===== src/rtl/blowfish128_pkg.sv =====
// Shared constants, FSM encoding and the F32 combine for the Blowfish128 data path.
package blowfish128_pkg;

  localparam int NROUNDS  = 8;
  localparam int BLK_W    = 128;
  localparam int HALF_W   = 64;
  localparam int SUBKEY_W = 32;

  typedef enum logic [2:0] {
    IDLE = 3'd0,
    RA   = 3'd1,
    RW   = 3'd2,
    RB   = 3'd3,
    FIN  = 3'd4,
    DONE = 3'd5
  } state_e;

  // ((S0 + S1) ^ S2) + S3, all additions mod 2^32.
  function automatic logic [SUBKEY_W-1:0] f32_combine(
    input logic [SUBKEY_W-1:0] s0,
    input logic [SUBKEY_W-1:0] s1,
    input logic [SUBKEY_W-1:0] s2,
    input logic [SUBKEY_W-1:0] s3
  );
    return ((s0 + s1) ^ s2) + s3;
  endfunction

endpackage


===== src/rtl/blowfish128_f.sv =====
// Combinational F for one 64-bit half: two F32 combines over eight S-box lookup words.
module blowfish128_f
  import blowfish128_pkg::*;
(
  input  logic [4*HALF_W-1:0] sbox_dat_i,
  output logic [HALF_W-1:0]   f_o
);

  // Word 0 sits in the MSBs; words 0..3 form the upper F32, 4..7 the lower.
  assign f_o = {
    f32_combine(sbox_dat_i[255:224], sbox_dat_i[223:192],
                sbox_dat_i[191:160], sbox_dat_i[159:128]),
    f32_combine(sbox_dat_i[127:96],  sbox_dat_i[95:64],
                sbox_dat_i[63:32],   sbox_dat_i[31:0])
  };

endmodule


===== src/rtl/blowfish128_core.sv =====
// Iterative 8-round Blowfish128 engine fed by skeygen2 with external S-box ROMs.
// Optional macro BF128_KEY_LATCH_EN: snapshot P1..P20 on the skey_ready rising edge.
module blowfish128_core
  import blowfish128_pkg::*;
#(
  parameter int SBOX_LAT = 1
) (
  input  logic                  Clk,
  input  logic                  Rst,
  input  logic                  skey_ready,
  input  logic [SUBKEY_W-1:0]   P1,  P2,  P3,  P4,  P5,
  input  logic [SUBKEY_W-1:0]   P6,  P7,  P8,  P9,  P10,
  input  logic [SUBKEY_W-1:0]   P11, P12, P13, P14, P15,
  input  logic [SUBKEY_W-1:0]   P16, P17, P18, P19, P20,
  input  logic                  in_valid,
  output logic                  in_ready,
  input  logic [BLK_W-1:0]      in_block,
  output logic                  out_valid,
  input  logic                  out_ready,
  output logic [BLK_W-1:0]      out_block,
  output logic [HALF_W-1:0]     sbox_idx,
  input  logic [4*HALF_W-1:0]   sbox_dat,
  output logic                  busy,
  output logic                  abort
);

  localparam logic [1:0] WAIT_LAST = (SBOX_LAT > 1) ? 2'(SBOX_LAT - 2) : 2'd0;
  localparam logic [3:0] LAST_RND  = 4'(NROUNDS);

  // K_i occupies the i-th 64-bit slot counting from the MSB end of {P1..P20}.
  function automatic logic [HALF_W-1:0] key_at(input logic [20*SUBKEY_W-1:0] k, input int i);
    return k[(10 - i) * HALF_W +: HALF_W];
  endfunction

  logic [20*SUBKEY_W-1:0] pk_live;
  logic [20*SUBKEY_W-1:0] pk;
  logic                   key_drop;

  assign pk_live = {P1, P2, P3, P4, P5, P6, P7, P8, P9, P10,
                    P11, P12, P13, P14, P15, P16, P17, P18, P19, P20};

`ifdef BF128_KEY_LATCH_EN
  logic [20*SUBKEY_W-1:0] pk_q;
  logic                   skey_prev_q;

  always_ff @(posedge Clk) begin
    if (Rst) skey_prev_q <= 1'b0;
    else     skey_prev_q <= skey_ready;
  end

  always_ff @(posedge Clk) begin
    if (skey_ready && !skey_prev_q) pk_q <= pk_live;
  end

  assign pk       = pk_q;
  assign key_drop = 1'b0;
`else
  assign pk       = pk_live;
  assign key_drop = !skey_ready;
`endif

  state_e              state_q;
  logic [3:0]          rnd_q;
  logic [1:0]          wcnt_q;
  logic [HALF_W-1:0]   l_q, r_q;
  logic [HALF_W-1:0]   idx_q;
  logic [BLK_W-1:0]    out_q;
  logic                out_valid_q;
  logic                abort_q;

  logic [HALF_W-1:0]   k_rnd, k9, k10, l_x, f_l;

  assign k_rnd = key_at(pk, int'(rnd_q));
  assign k9    = key_at(pk, 9);
  assign k10   = key_at(pk, 10);
  assign l_x   = l_q ^ k_rnd;

  blowfish128_f u_f (
    .sbox_dat_i (sbox_dat),
    .f_o        (f_l)
  );

  always_ff @(posedge Clk) begin
    if (Rst) begin
      state_q     <= IDLE;
      rnd_q       <= 4'd0;
      wcnt_q      <= 2'd0;
      idx_q       <= '0;
      out_q       <= '0;
      out_valid_q <= 1'b0;
      abort_q     <= 1'b0;
    end else begin
      abort_q <= 1'b0;
      // A live key vanishing mid-block invalidates it; DONE already holds a good result.
      if (key_drop && (state_q inside {RA, RW, RB, FIN})) begin
        state_q <= IDLE;
        abort_q <= 1'b1;
      end else begin
        case (state_q)
          IDLE: begin
            if (in_valid && skey_ready) begin
              l_q     <= in_block[BLK_W-1:HALF_W];
              r_q     <= in_block[HALF_W-1:0];
              rnd_q   <= 4'd1;
              state_q <= RA;
            end
          end
          RA: begin
            l_q     <= l_x;
            idx_q   <= l_x;
            wcnt_q  <= 2'd0;
            state_q <= (SBOX_LAT > 1) ? RW : RB;
          end
          RW: begin
            if (wcnt_q == WAIT_LAST) state_q <= RB;
            else                     wcnt_q  <= wcnt_q + 2'd1;
          end
          RB: begin
            l_q <= r_q ^ f_l;
            r_q <= l_q;
            if (rnd_q < LAST_RND) begin
              rnd_q   <= rnd_q + 4'd1;
              state_q <= RA;
            end else begin
              state_q <= FIN;
            end
          end
          FIN: begin
            // Undo the final swap, then whiten: R ^= K9, L ^= K10.
            out_q       <= {r_q ^ k10, l_q ^ k9};
            out_valid_q <= 1'b1;
            state_q     <= DONE;
          end
          DONE: begin
            if (out_ready) begin
              out_valid_q <= 1'b0;
              state_q     <= IDLE;
            end
          end
          default: state_q <= IDLE;
        endcase
      end
    end
  end

  assign in_ready  = (state_q == IDLE) && skey_ready && !Rst;
  assign out_valid = out_valid_q;
  assign out_block = out_q;
  assign sbox_idx  = idx_q;
  assign busy      = (state_q != IDLE);
  assign abort     = abort_q;

endmodule


===== config.mk =====
export PLATFORM = sky130hd
export DESIGN_NAME = blowfish128_core
export DESIGN_NICKNAME = d
export VERILOG_FILES = /design/src/rtl/blowfish128_pkg.sv /design/src/rtl/blowfish128_f.sv /design/src/rtl/blowfish128_core.sv
export SDC_FILE = /design/constraint.sdc
export NUM_CORES = 1
export LEC_CHECK = 0
export ABC_AREA = 0
export BUFFER_PORTS_ARGS = -buffer_cell sky130_fd_sc_hd__buf_2
export CORE_AREA = 4 4 473 475
export CTS_BUF_LIST = sky130_fd_sc_hd__clkbuf_4
export DETAILED_ROUTE_END_ITERATION = 8
export DIE_AREA = 0 0 477 479
export PLACE_DENSITY = 0.33
export SLEW_MARGIN = 20
export SYNTH_ARGS = -nofsm -noshare
export SYNTH_HDL_FRONTEND = slang
export SYNTH_SLANG_ARGS = --single-unit

===== constraint.sdc =====
create_clock -name Clk -period 5.2 [get_ports Clk]
set_input_delay 0.52 -clock Clk [delete_from_list [all_inputs] [get_ports Clk]]
set_output_delay 0.52 -clock Clk [all_outputs]
set_load 0.02 [all_outputs]

# Word level (Yosys, flattened, before mapping)
# Index checks and enable logic that the tools add are counted.
# classes
addsub	7
n_mul	0
n_div	0
n_lt_le_gt_ge	1
eq_ne	10
shifts	1
muxes	17
bitwise	8
reduce_logical	23
# ops
operator	count
$shiftx A640 B11 Y64	1
$xor A64 B64 Y64	4
$pmux W64 S3	1
$add A32 B32 Y32	4
$mux W64	2
$pmux W64 S2	1
$xor A32 B32 Y32	2
$pmux W3 S6	1
$mux W3	4
$reduce_and A4 Y1	3
$reduce_and A3 Y1	3
$mux W4	2
$pmux W4 S2	1
$eq A3 B2 Y1 const B	2
$eq A3 B3 Y1 const B	2
$ne A2 B2 Y1 const B	3
$reduce_bool A2 Y1	3
$reduce_bool A3 Y1	2
$sub A4 B4 Y5 const A	1
$add A4 B1 Y4 const B	1
$logic_and A1 B1 Y1	4
$lt A4 B4 Y1 const B	1
$ne A2 B1 Y1 const B	2
$pmux W2 S2	1
other kinds (12)	16
# totals
reg_bits	331
latchBits	0
mem_bits_rw	0
romBits	0
in_bits	1029
output_inout_bits	196
word_cells	76
mem_count	0

# Logic depth before layout (Yosys ltp)
# Gate-level depths: netlist (run 1).
# logic_depth
depth_word	5
mapped_depth	22
depth_no_buf	22

# By module
# From an unflattened synthesis (run 1), not the netlist that was laid out.
# unflattened
cells_unflattened	3912
area_unflattened_um2	32244.7
# modules_own_cells
module	n_inst	cells_each	area_per_inst_um2	seq_area_each_um2
blowfish128_core	1	2990	25381.8	7907.6
blowfish128_f	1	922	6862.8	0.0

# Worst setup path after synthesis (run 1)
# Ideal clock, no wire load.
# synth_timing
path_kind	input port to flip-flop
from	input port skey_ready
to	register r_q[0], enable pin
setup_ns	0.507
t_arrival_ns	4.353
required_ns	4.693
setup_slack_ns	0.340
cell_stages	4
path_buffers	1
cell_sequence	clkbuf_1 nand2b_1 or2_2 a21oi_1
# synth_via
elab_chain_len	4
elab_cells_between_ends	6
classes_between	eq/ne (1); bitwise (1); reduce/logical (4)
# synth_lines
element	line_no	rtl
from (decl)	blowfish128_core.sv:10	input logic skey_ready,
parallel branches: the longest is 3 deep, another holds $ne A2 B2 Y1	n/a	
$reduce_and A4 Y1 (no line) (*)	n/a	
to (signal assigned)	blowfish128_core.sv:103	r_q <= in_block[HALF_W-1:0];
to (signal assigned)	blowfish128_core.sv:120	r_q <= l_q;
to (decl)	blowfish128_core.sv:65	logic [HALF_W-1:0] l_q, r_q;
# Mark *: on every way between the ends.
# A chain may end at the register's enable or synchronous reset.

# Worst setup path after layout (run 1)
# layout_timing
from	input port sbox_dat[64]
to	register l_q[30], data pin
# layout_via
elab_chain_len	5
# layout_lines
element	line_no	rtl
from (decl)	blowfish128_core.sv:22	input logic [4*HALF_W-1:0] sbox_dat,
$add A32 B32 Y32	blowfish128_pkg.sv:25	return ((s0 + s1) ^ s2) + s3;
$xor A32 B32 Y32	blowfish128_pkg.sv:25	
$add A32 B32 Y32	blowfish128_pkg.sv:25	
$xor A64 B64 Y64	blowfish128_core.sv:119	l_q <= r_q ^ f_l;
$pmux W64 S3	blowfish128_core.sv:99	case (state_q)
to (signal assigned)	blowfish128_core.sv:102	l_q <= in_block[BLK_W-1:HALF_W];
to (signal assigned)	blowfish128_core.sv:109	l_q <= l_x;
to (signal assigned)	blowfish128_core.sv:119	
to (decl)	blowfish128_core.sv:65	
# Every way passes these cells.

==> impl_metrics.env, run 1 <==
export IMPL_die_h_um=479
export IMPL_post_cts_setup_buffers=0
export IMPL_p_total_mw=10.4
export IMPL_final_core_utilization=0.191
export IMPL_multi_input_area_um2=18000
export IMPL_final_common_cell="buf_2"
export IMPL_cts_root_buf="clkbuf_4"
export IMPL_min_path_type="in2reg"
export IMPL_drive_gt1_frac=0.373
export IMPL_mostFrequentLayoutCells="1223 x buf_2, 358 x nand2_1, 325 x xnor2_1"
export IMPL_antenna_found_initial=124
export IMPL_finish_net_count=5723
export IMPL_outcome="finished clean"
export IMPL_grt_usage=0.180
export IMPL_use_met2=0.301
export IMPL_crit_end="l_q[30]"
export IMPL_start_util=0.122
export IMPL_numCtsBuffers=113
export IMPL_max_freq_ghz=0.204
export IMPL_cp_max_fo=5
export IMPL_r2r_start="rnd_q[0]"
export IMPL_dp_cells=7014
export IMPL_clock_sinks=331
export IMPL_cp_required_ns=6.04
export IMPL_synthesis_nets=4133
export IMPL_syn_inst=2967
export IMPL_routed_via_density=4.10
export IMPL_vias=31000
export IMPL_period_share=0.941
export IMPL_synth_main_ff_cell="dfxtp_1"
export IMPL_crit_path_start_kind="input port"
export IMPL_end_kind="register"
export IMPL_p_per_area_nw_per_um2=249
export IMPL_netlist_cell_type_count=72
export IMPL_drt_iter0_markers=1933
export IMPL_clk_path_buf_depth=3
export IMPL_portBuffers=1224
export IMPL_top_usage_layer="met2"
export IMPL_seqCellArea_um2=7920
export IMPL_grt_pass1_wl_um=282000
export IMPL_grt_setup_unrepaired="no"
export IMPL_critPathKind="in2reg"
export IMPL_hpwl_um=180000
export IMPL_htreeDepth=3
export IMPL_ios=1225
export IMPL_fillers=24900
export IMPL_p_leak_nw=17.2
export IMPL_floorplan_rows=172
export IMPL_postRouteWirelength_um=215000
export IMPL_grt_met1_usage=0.223
export IMPL_r2r_cells=11
export IMPL_drc_errors=0
export IMPL_post_place_ws_ns=-0.188
export IMPL_grt_pass1_vias=32000
export IMPL_grt_use_met3=0.0628
export IMPL_hold_ws_ns=0.242
export IMPL_period_minus_slack_ns=4.89
export IMPL_path_clk_slew_ns=0.07
export IMPL_firstDrtPassIters=7
export IMPL_async_reset_ff_frac=0
export IMPL_skew_ns=0.0844
export IMPL_grt_start_max_net_pins=107
export IMPL_hold_viol=0
export IMPL_wire_per_inst_um=28.5
export IMPL_clk_latency_ns=1.10
export IMPL_syn_area_per_cell_um2=9.01
export IMPL_peakVddDrop_mv=0.148
export IMPL_postLayoutCellArea_um2=41800
export IMPL_fin_ws_ns=0.308
export IMPL_die_w_um=477
export IMPL_rrSetupSlack_ns=0.80
export IMPL_relSlewSlack=0.267
export IMPL_tightest_slew_ns=1.10
export IMPL_synth_edf_count=128
export IMPL_synth_seq_cells=331
export IMPL_coreArea_um2=219000
export IMPL_dieArea_um2=228000
export IMPL_fin_cells=7563
export IMPL_slew_viol_final=0
export IMPL_antenna_left=0
export IMPL_grt_overflow=0
export IMPL_finalSetupViolations=0
export IMPL_syn_to_final_growth_pct=56.3
export IMPL_r2r_end="l_q[58]"
export IMPL_yosysWarnings=0
export IMPL_finalSetupTns_ns=0
export IMPL_maxCapViolCount=0
export IMPL_cts_tree="done"
export IMPL_gp_congestion=0.917
export IMPL_startpoint="sbox_dat[64]"
export IMPL_ctsResizeCount=0
export IMPL_critical_path_arrival_ns=5.73
export IMPL_hp_start="sbox_dat[26]"
export IMPL_syn_cell_area_um2=26700
export IMPL_placed_area_um2=37200
export IMPL_ys_seq_area_frac=0.296
[synth_stat cells, types with 4 or more instances]
| library cell | number | area [um^2] |
|---|---|---|
| a211oi_1 | 189 | 1420 |
| a21o_1 | 57 | 428 |
| a21oi_1 | 186 | 931 |
| a21oi_2 | 6 | 52.6 |
| a221o_1 | 4 | 40.0 |
| a22oi_1 | 23 | 173 |
| a31oi_1 | 10 | 62.6 |
| a32oi_1 | 8 | 70.1 |
| a41oi_1 | 4 | 35.0 |
| and2_1 | 7 | 43.8 |
| and3_1 | 13 | 81.3 |
| and4_1 | 7 | 61.3 |
| buf_1 | 12 | 45.0 |
| buf_2 | 26 | 130 |
| buf_4 | 8 | 60.1 |
| clkbuf_1 | 153 | 574 |
| dfxtp_1 | 203 | 4060 |
| edfxtp_1 | 128 | 3840 |
| fa_1 | 4 | 80.1 |
| ha_1 | 133 | 1660 |
| inv_1 | 30 | 113 |
| mux2i_1 | 68 | 681 |
| mux4_2 | 128 | 2880 |
| nand2_1 | 361 | 1360 |
| nand2b_1 | 21 | 131 |
| nand3_1 | 76 | 380 |
| nand4_1 | 4 | 25.0 |
| nor2_1 | 259 | 972 |
| nor2b_1 | 9 | 56.3 |
| nor3_1 | 91 | 455 |
| o2111ai_1 | 5 | 43.8 |
| o211ai_1 | 11 | 82.6 |
| o21a_1 | 21 | 158 |
| o21ai_0 | 150 | 751 |
| o21ai_1 | 8 | 40.0 |
| o21bai_1 | 7 | 52.6 |
| o221ai_1 | 21 | 184 |
| o31ai_1 | 18 | 135 |
| or2_2 | 5 | 31.3 |
| or3_1 | 10 | 62.6 |
| or4_1 | 4 | 30.0 |
| xnor2_1 | 327 | 2860 |
| xor2_1 | 110 | 963 |
[report_power, final]
part / total (mW) / switching, mW / internal [mW]
clock: 3.13 / 1.53 / 1.60
sequential: 2.87 / 0.0826 / 2.79
combinational: 4.41 / 2.45 / 1.96
total: 10.4 / 4.06 / 6.35
[cell type report]
cell class / count / share of cell area
diodes: 40 / 0.00240
multi-input cells: 2407 / 0.432
clock inverters: 31 / 0.00386
inverters: 30 / 0.00269
clock buffers: 179 / 0.0322
well taps: 2871 / 0.0860
repair buffers: 1674 / 0.252
flip-flops and latches: 331 / 0.189
[registers in the layout, indices dropped and copies added, names as in the netlist]
register	cells
out_valid	1
out_block	128
state_q	3
r_q	64
sbox_idx	64
l_q	64
rnd_q	4
wcnt_q	2
abort	1
[repair_timing]
item / in CTS / in global routing
hold buffers: 299 / 0
endpoints found under the hold margin: 296 / 0
endpoints found under the setup margin: 0 / 0
[worst min-delay path by stage]
| stage | cells past startpoint | end | slack, ns |
|---|---|---|---|
| global route | 7 | l_q[27] | 0.08 |
| floorplan | 2 | wcnt_q[1] | 0.43 |
| detailed placement | 2 | wcnt_q[1] | 0.45 |
| CTS | 7 | sbox_idx[5] | 0.0003 |
| global placement | 2 | wcnt_q[1] | 0.44 |
| finish | 7 | l_q[27] | 0.24 |
[cells by family (layout without fill, tap and decap cells)]
logic type / after synthesis / count (layout) / share of synthesized area
AO/OA/AOI/OAI: 761 / 761 / 0.187
XOR/XNOR: 438 / 438 / 0.144
adder cells (fa/ha/maj): 137 / 137 / 0.0652
buffers and inverters: 229 / 1914 / 0.0345
flip-flops: 331 / 331 / 0.296
multiplexers: 196 / 196 / 0.133
other: 0 / 40 / 0
AND/OR/NAND/NOR: 875 / 875 / 0.140
[layer usage]
layer | routed length (um) | part of all wire
met1 | 88900 | 0.41
met2 | 100000 | 0.47
met3 | 20400 | 0.095
met4 | 4940 | 0.023
met5 | 401 | 0.0019
[critical path, stage by stage]
cell,delay (ns)
buf_2,0.10
ha_1,0.22
fa_1,0.40
a21o_1,0.17
a21oi_1,0.24
o221ai_1,0.28
o21a_1,0.43
nand2b_1,0.15
nand2_1,0.06
a21oi_1,0.17
xnor2_1,0.23
ha_1,0.32
nand2_1,0.09
o21ai_0,0.20
a21o_1,0.24
a21o_1,0.18
a221o_1,0.48
a21o_1,0.24
a21oi_1,0.20
mux2i_1,0.21
nor2_1,0.05
dlygate4sd3_1,0.55
No activity file was read; power rests on OpenSTA's default activity.
==> inputs of run 2 (changes only) <==
--- a/config.mk
+++ b/config.mk
@@ -6,7 +6,7 @@
 export NUM_CORES = 1
 export LEC_CHECK = 0
 export ABC_AREA = 0
-export BUFFER_PORTS_ARGS = -buffer_cell sky130_fd_sc_hd__buf_2
+export BUFFER_PORTS_ARGS = -buffer_cell sky130_fd_sc_hd__buf_4
 export CORE_AREA = 4 4 473 475
 export CTS_BUF_LIST = sky130_fd_sc_hd__clkbuf_4
 export DETAILED_ROUTE_END_ITERATION = 8
==> impl_metrics.env, run 2 (synthesis results as in run 1) <==
export IMPL_outcome="finished clean"
export IMPL_routed_via_density=4.06
export IMPL_crit_path_start_kind="input port"
export IMPL_coreArea_um2=219000
export IMPL_firstDrtPassIters=5
export IMPL_end_kind="register"
export IMPL_numCtsBuffers=114
export IMPL_p_per_area_nw_per_um2=240
export IMPL_slowest_stage="o41ai_1"
export IMPL_grt_setup_unrepaired="no"
export IMPL_dieArea_um2=228000
export IMPL_power_frac_comb=0.431
export IMPL_htreeDepth=3
export IMPL_die_w_um=477
export IMPL_p_seq_frac=0.268
export IMPL_antenna_left=0
export IMPL_min_path_type="in2reg"
export IMPL_path_clk_slew_ns=0.07
export IMPL_portBuffers=1224
export IMPL_period_share=0.945
export IMPL_max_stage_delay_ns=0.73
export IMPL_critical_path_arrival_ns=5.71
export IMPL_floorplan_rows=172
export IMPL_fillers=24600
export IMPL_path_cells="buf_4, ha_1, fa_1, a21o_1, a21oi_1, o221ai_1, a31oi_1, o21ai_0, xnor2_1, ha_1, a21oi_1, nor2b_1, o41ai_1, buf_4, a21boi_1, o21ai_0, buf_4, a21oi_1, nor2_1, xnor2_1, o21ai_0, dlygate4sd3_1"
export IMPL_fin_ws_ns=0.287
export IMPL_grt_pass1_wl_um=285000
export IMPL_wire_per_inst_um=28.8
export IMPL_largest_reg_flops=128
export IMPL_swShare=0.374
export IMPL_peakVddDrop_mv=0.130
export IMPL_postRouteWirelength_um=218000
export IMPL_finalSetupViolations=0
export IMPL_internal_power_mw=6.72
export IMPL_p_clk_frac=0.301
export IMPL_drive_gt1_frac=0.378
export IMPL_vias=30700
export IMPL_relSlewSlack=0.291
export IMPL_p_leak_nw=18.0
export IMPL_final_core_utilization=0.204
export IMPL_drc_errors=0
export IMPL_drt_iter0_markers=2033
export IMPL_slew_viol_final=0
export IMPL_finalSetupTns_ns=0
export IMPL_antenna_found_initial=90
export IMPL_post_place_ws_ns=-0.467
export IMPL_fin_cells=7553
export IMPL_gp_congestion=0.921
export IMPL_ios=1225
export IMPL_grt_start_max_net_pins=85
export IMPL_cp_max_fo=6
export IMPL_post_cts_setup_buffers=0
export IMPL_clk_path_buf_depth=3
export IMPL_finish_net_count=5721
export IMPL_grt_pass1_vias=32500
export IMPL_die_h_um=479
export IMPL_mostFrequentLayoutCells="1376 x buf_4, 358 x nand2_1, 325 x xnor2_1"
export IMPL_period_minus_slack_ns=4.91
export IMPL_final_common_cell="buf_4"
export IMPL_p_sw_mw=4.01
export IMPL_syn_to_final_growth_pct=67.3
export IMPL_dp_cells=7026
export IMPL_grt_overflow=0
export IMPL_skew_ns=0.0731
export IMPL_hold_viol=0
export IMPL_cp_required_ns=5.99
export IMPL_start_util=0.122
export IMPL_cts_tree="done"
export IMPL_max_freq_ghz=0.204
export IMPL_critPathKind="in2reg"
export IMPL_hpwl_um=183000
export IMPL_grt_usage=0.182
export IMPL_cts_root_buf="clkbuf_4"
export IMPL_hold_ws_ns=0.202
export IMPL_clk_latency_ns=1.04
export IMPL_maxCapViolCount=0
export IMPL_tightest_slew_ns=1.06
export IMPL_clock_sinks=331
==> run 2: worst max-delay path, delay by kind of cell <==
kind | cells | cell delay (ns)
AOI/OAI and AO/OA | 11 | 2.59
buffers and inverters | 4 | 1.06
adders and majority gates | 3 | 0.93
xor gates and xnor gates | 2 | 0.35
and+or+nand+nor | 2 | 0.25
==> run 2: final cells by class <==
class / count / area, um^2 / area share
Clock inverter: 19 / 136 / 0.00305
Inverter: 30 / 113 / 0.00252
Antenna cell: 32 / 80.1 / 0.00179
Multi-Input combinational cell: 2407 / 18100 / 0.404
Tap cell: 2871 / 3590 / 0.0803
Clock buffer: 192 / 1440 / 0.0322
Timing Repair Buffer: 1671 / 13400 / 0.299
Sequential cell: 331 / 7920 / 0.177
==> run 2: power groups by stage <==
| stage | clock (mW) | sequential, mW | combinational, mW |
|---|---|---|---|
| 6_report | 3.23 | 2.88 | 4.62 |
| 5_1_grt | 3.53 | 2.89 | 4.99 |
| 4_1_cts | 3.43 | 2.88 | 4.69 |
| 3_5_place_dp | 0 | 2.94 | 4.47 |
| 3_3_place_gp | 0 | 2.94 | 4.48 |
| 2_1_floorplan | 0 | 2.94 | 2.29 |
==> run 2: layer usage <==
| metal | share of wire | vias to the layer above | global-route usage |
|---|---|---|---|
| li1 | - | 14200 | - |
| met1 | 0.41 | 14800 | 0.222 |
| met2 | 0.46 | 1367 | 0.298 |
| met3 | 0.098 | 301 | 0.0647 |
| met4 | 0.033 | 56 | 0.0615 |
| met5 | 0.0016 | - | 0 |
==> run 2: worst paths after layout <==
| path | depth (start not counted) | slack, ns | startpoint | endpoint |
|---|---|---|---|---|
| hold / removal | 5 | 0.20 | sbox_dat[156] | l_q[61] |
| hold reg to reg | 2 | 0.46 | wcnt_q[1] | wcnt_q[1] |
| setup reg to reg | 12 | 0.94 | rnd_q[2] | l_q[29] |
| setup / recovery | 22 | 0.29 | sbox_dat[64] | l_q[29] |
==> run 2: metrics by stage <==
step | cell area [um^2] | total power [mW]
3_3_place_gp | 40200 | 7.41
3_5_place_dp | 40200 | 7.41
4_1_cts | 44600 | 11.0
6_report | 44700 | 10.7
5_1_grt | 44700 | 11.4
2_1_floorplan | 26700 | 5.22
==> run 2: what timing repair did <==
action	CTS	global route
resized for setup	0	1
setup endpoints to repair	0	1
hold endpoints to repair	281	0
hold buffers	284	0
==> inputs of run 3 (changes only) <==
--- a/config.mk
+++ b/config.mk
@@ -7,11 +7,11 @@
 export LEC_CHECK = 0
 export ABC_AREA = 0
 export BUFFER_PORTS_ARGS = -buffer_cell sky130_fd_sc_hd__buf_4
-export CORE_AREA = 4 4 473 475
+export CORE_AREA = 4 4 476 478
 export CTS_BUF_LIST = sky130_fd_sc_hd__clkbuf_4
 export DETAILED_ROUTE_END_ITERATION = 8
-export DIE_AREA = 0 0 477 479
-export PLACE_DENSITY = 0.33
+export DIE_AREA = 0 0 480 482
+export PLACE_DENSITY = 0.4
 export SLEW_MARGIN = 20
 export SYNTH_ARGS = -nofsm -noshare
 export SYNTH_HDL_FRONTEND = slang
==> impl_metrics.env, run 3 (synthesis results as in run 1) <==
export IMPL_outcome="finished clean"
export IMPL_critPathKind="in2reg"
export IMPL_slew_viol_final=0
export IMPL_postRouteWirelength_um=238000
export IMPL_r2r_cells=11
export IMPL_wl_met2_um=108000
export IMPL_r2r_start="rnd_q[0]"
export IMPL_gp_congestion=0.943
export IMPL_slowest_stage="dlygate4sd3_1"
export IMPL_clk_latency_ns=1.06
export IMPL_clock_sinks=331
export IMPL_mostFrequentLayoutCells="1375 x buf_4, 358 x nand2_1, 325 x xnor2_1"
export IMPL_syn_to_final_growth_pct=68.3
export IMPL_drt_met1_wl_um=97200
export IMPL_grt_overflow=0
export IMPL_rrSetupSlack_ns=0.81
export IMPL_max_stage_delay_ns=0.60
export IMPL_hpwl_um=201000
export IMPL_ios=1225
export IMPL_crit_path_start_kind="input port"
export IMPL_cts_tree="done"
export IMPL_drt_iter0_markers=2069
export IMPL_antenna_left=0
export IMPL_start_util=0.121
export IMPL_routed_via_density=4.11
export IMPL_firstDrtPassIters=5
export IMPL_crit_cells=23
export IMPL_crit_top_cell="buf_4"
export IMPL_dieArea_um2=231000
export IMPL_p_per_area_nw_per_um2=238
export IMPL_vias=31600
export IMPL_antenna_found_initial=138
export IMPL_largest_reg_flops=128
export IMPL_grt_pass1_wl_um=304000
export IMPL_drc_errors=0
export IMPL_critical_path_arrival_ns=5.92
export IMPL_wire_per_inst_um=31.0
export IMPL_cts_root_buf="clkbuf_4"
export IMPL_holdPathEnd="l_q[13]"
export IMPL_drive_gt1_frac=0.377
export IMPL_path_cells="buf_4, ha_1, fa_1, a21o_1, a21oi_1, o221ai_1, buf_4, o21a_1, buf_12, a31o_2, xnor2_1, ha_1, buf_4, a21oi_1, buf_4, nand3_1, o21ai_0, buf_4, a21oi_1, o21ai_0, xnor2_1, o21ai_0, dlygate4sd3_1"
export IMPL_die_h_um=482
export IMPL_cp_required_ns=6.01
export IMPL_max_freq_ghz=0.196
export IMPL_path_clk_slew_ns=0.07
export IMPL_grt_pass1_vias=32200
export IMPL_relSlewSlack=0.337
export IMPL_finish_net_count=5735
export IMPL_ctsResizeCount=0
export IMPL_cp_max_fo=4
export IMPL_finalSetupTns_ns=0
export IMPL_final_common_cell="buf_4"
export IMPL_period_share=0.983
export IMPL_htreeDepth=3
export IMPL_p_leak_nw=18.1
export IMPL_highest_layer="met5"
export IMPL_die_w_um=480
export IMPL_finalSetupViolations=0
export IMPL_critical_path_top_delay_family="compound AO/OA/AOI/OAI gates"
export IMPL_grt_start_max_net_pins=147
export IMPL_hold_depth=6
export IMPL_tightest_slew_ns=0.982
export IMPL_clk_path_buf_depth=3
export IMPL_floorplan_rows=173
export IMPL_grt_usage=0.196
export IMPL_period_minus_slack_ns=5.11
export IMPL_min_path_type="in2reg"
export IMPL_hp_start="sbox_dat[12]"
export IMPL_r2r_end="l_q[34]"
export IMPL_route_met3_wl_um=25200
export IMPL_skew_ns=0.0589
export IMPL_numCtsBuffers=113
export IMPL_maxCapViolCount=0
export IMPL_portBuffers=1224
export IMPL_hold_ws_ns=0.253
export IMPL_peakVddDrop_mv=0.131
export IMPL_coreArea_um2=222000
export IMPL_cp_num_buf_inv=7
export IMPL_grt_setup_unrepaired="no"
export IMPL_hold_viol=0
export IMPL_end_kind="register"
run 3: cell count changes in the layout (fill, tap and decap cells not counted), sizes merged:
cell	previous run	this run
clkinv	13	27
dlygate4sd3	284	295
clkbuf	192	184
buf	1387	1391
bufinv	2	0
diode	32	34
clkinvlp	2	1
inv	32	33
run 3: area by class of cell:
cell class                      instances  area (um^2)
Antenna cell                           34         85.1
Timing Repair Buffer                 1686        13600
Fill cell                           24800       177000
Multi-Input combinational cell       2407        18100
Clock inverter                         31          140
Clock buffer                          184         1380
Tap cell                             2975         3720
Inverter                               30          113
Sequential cell                       331         7920
run 3: worst max path at each step:
stage	start	end	slack [ns]
floorplan	skey_ready	r_q[0]	0.34
global placement	sbox_dat[64]	l_q[31]	-0.27
detailed placement	sbox_dat[64]	l_q[30]	-0.19
CTS	rnd_q[0]	l_q[34]	0.52
global route	sbox_dat[64]	l_q[31]	0.16
finish	sbox_dat[64]	l_q[31]	0.09
run 3: tightest hold or removal path, cell delays in order:
cell	delay, ns
buf_4	0.11
ha_1	0.17
a21oi_1	0.06
o21ai_0	0.10
xnor2_1	0.08
o221ai_1	0.15
run 3: timing repair:
action	CTS	global route
hold buffers	295	0
hold endpoints to repair	282	0
buffers inserted	0	0
run 3: routing by layer:
metal,up-vias,track usage
met1,15400,0.239
met5,-,0
met2,1476,0.317
li1,14200,-
met4,116,0.0565
met3,358,0.0807
run 3: power breakdown:
group	switching [mW]	internal, mW	total, mW	leakage, nW
registers	0.0921	2.79	2.88	2.82
clock network	1.51	1.60	3.11	0.914
logic	2.49	2.22	4.71	14.4
total	4.10	6.61	10.7	18.1
run 3: per-stage QoR:
stage	total power [mW]	cells	instance area, um^2	util	setup WS [ns]
6_report	10.7	7678	45000	0.203	0.0908
5_1_grt	11.3	7661	45000	0.203	0.162
4_1_cts	10.9	7644	44900	0.202	0.519
3_5_place_dp	7.46	7134	40400	0.182	-0.192
3_3_place_gp	7.47	7134	40400	0.182	-0.269
2_1_floorplan	5.22	2967	26700	-	0.340
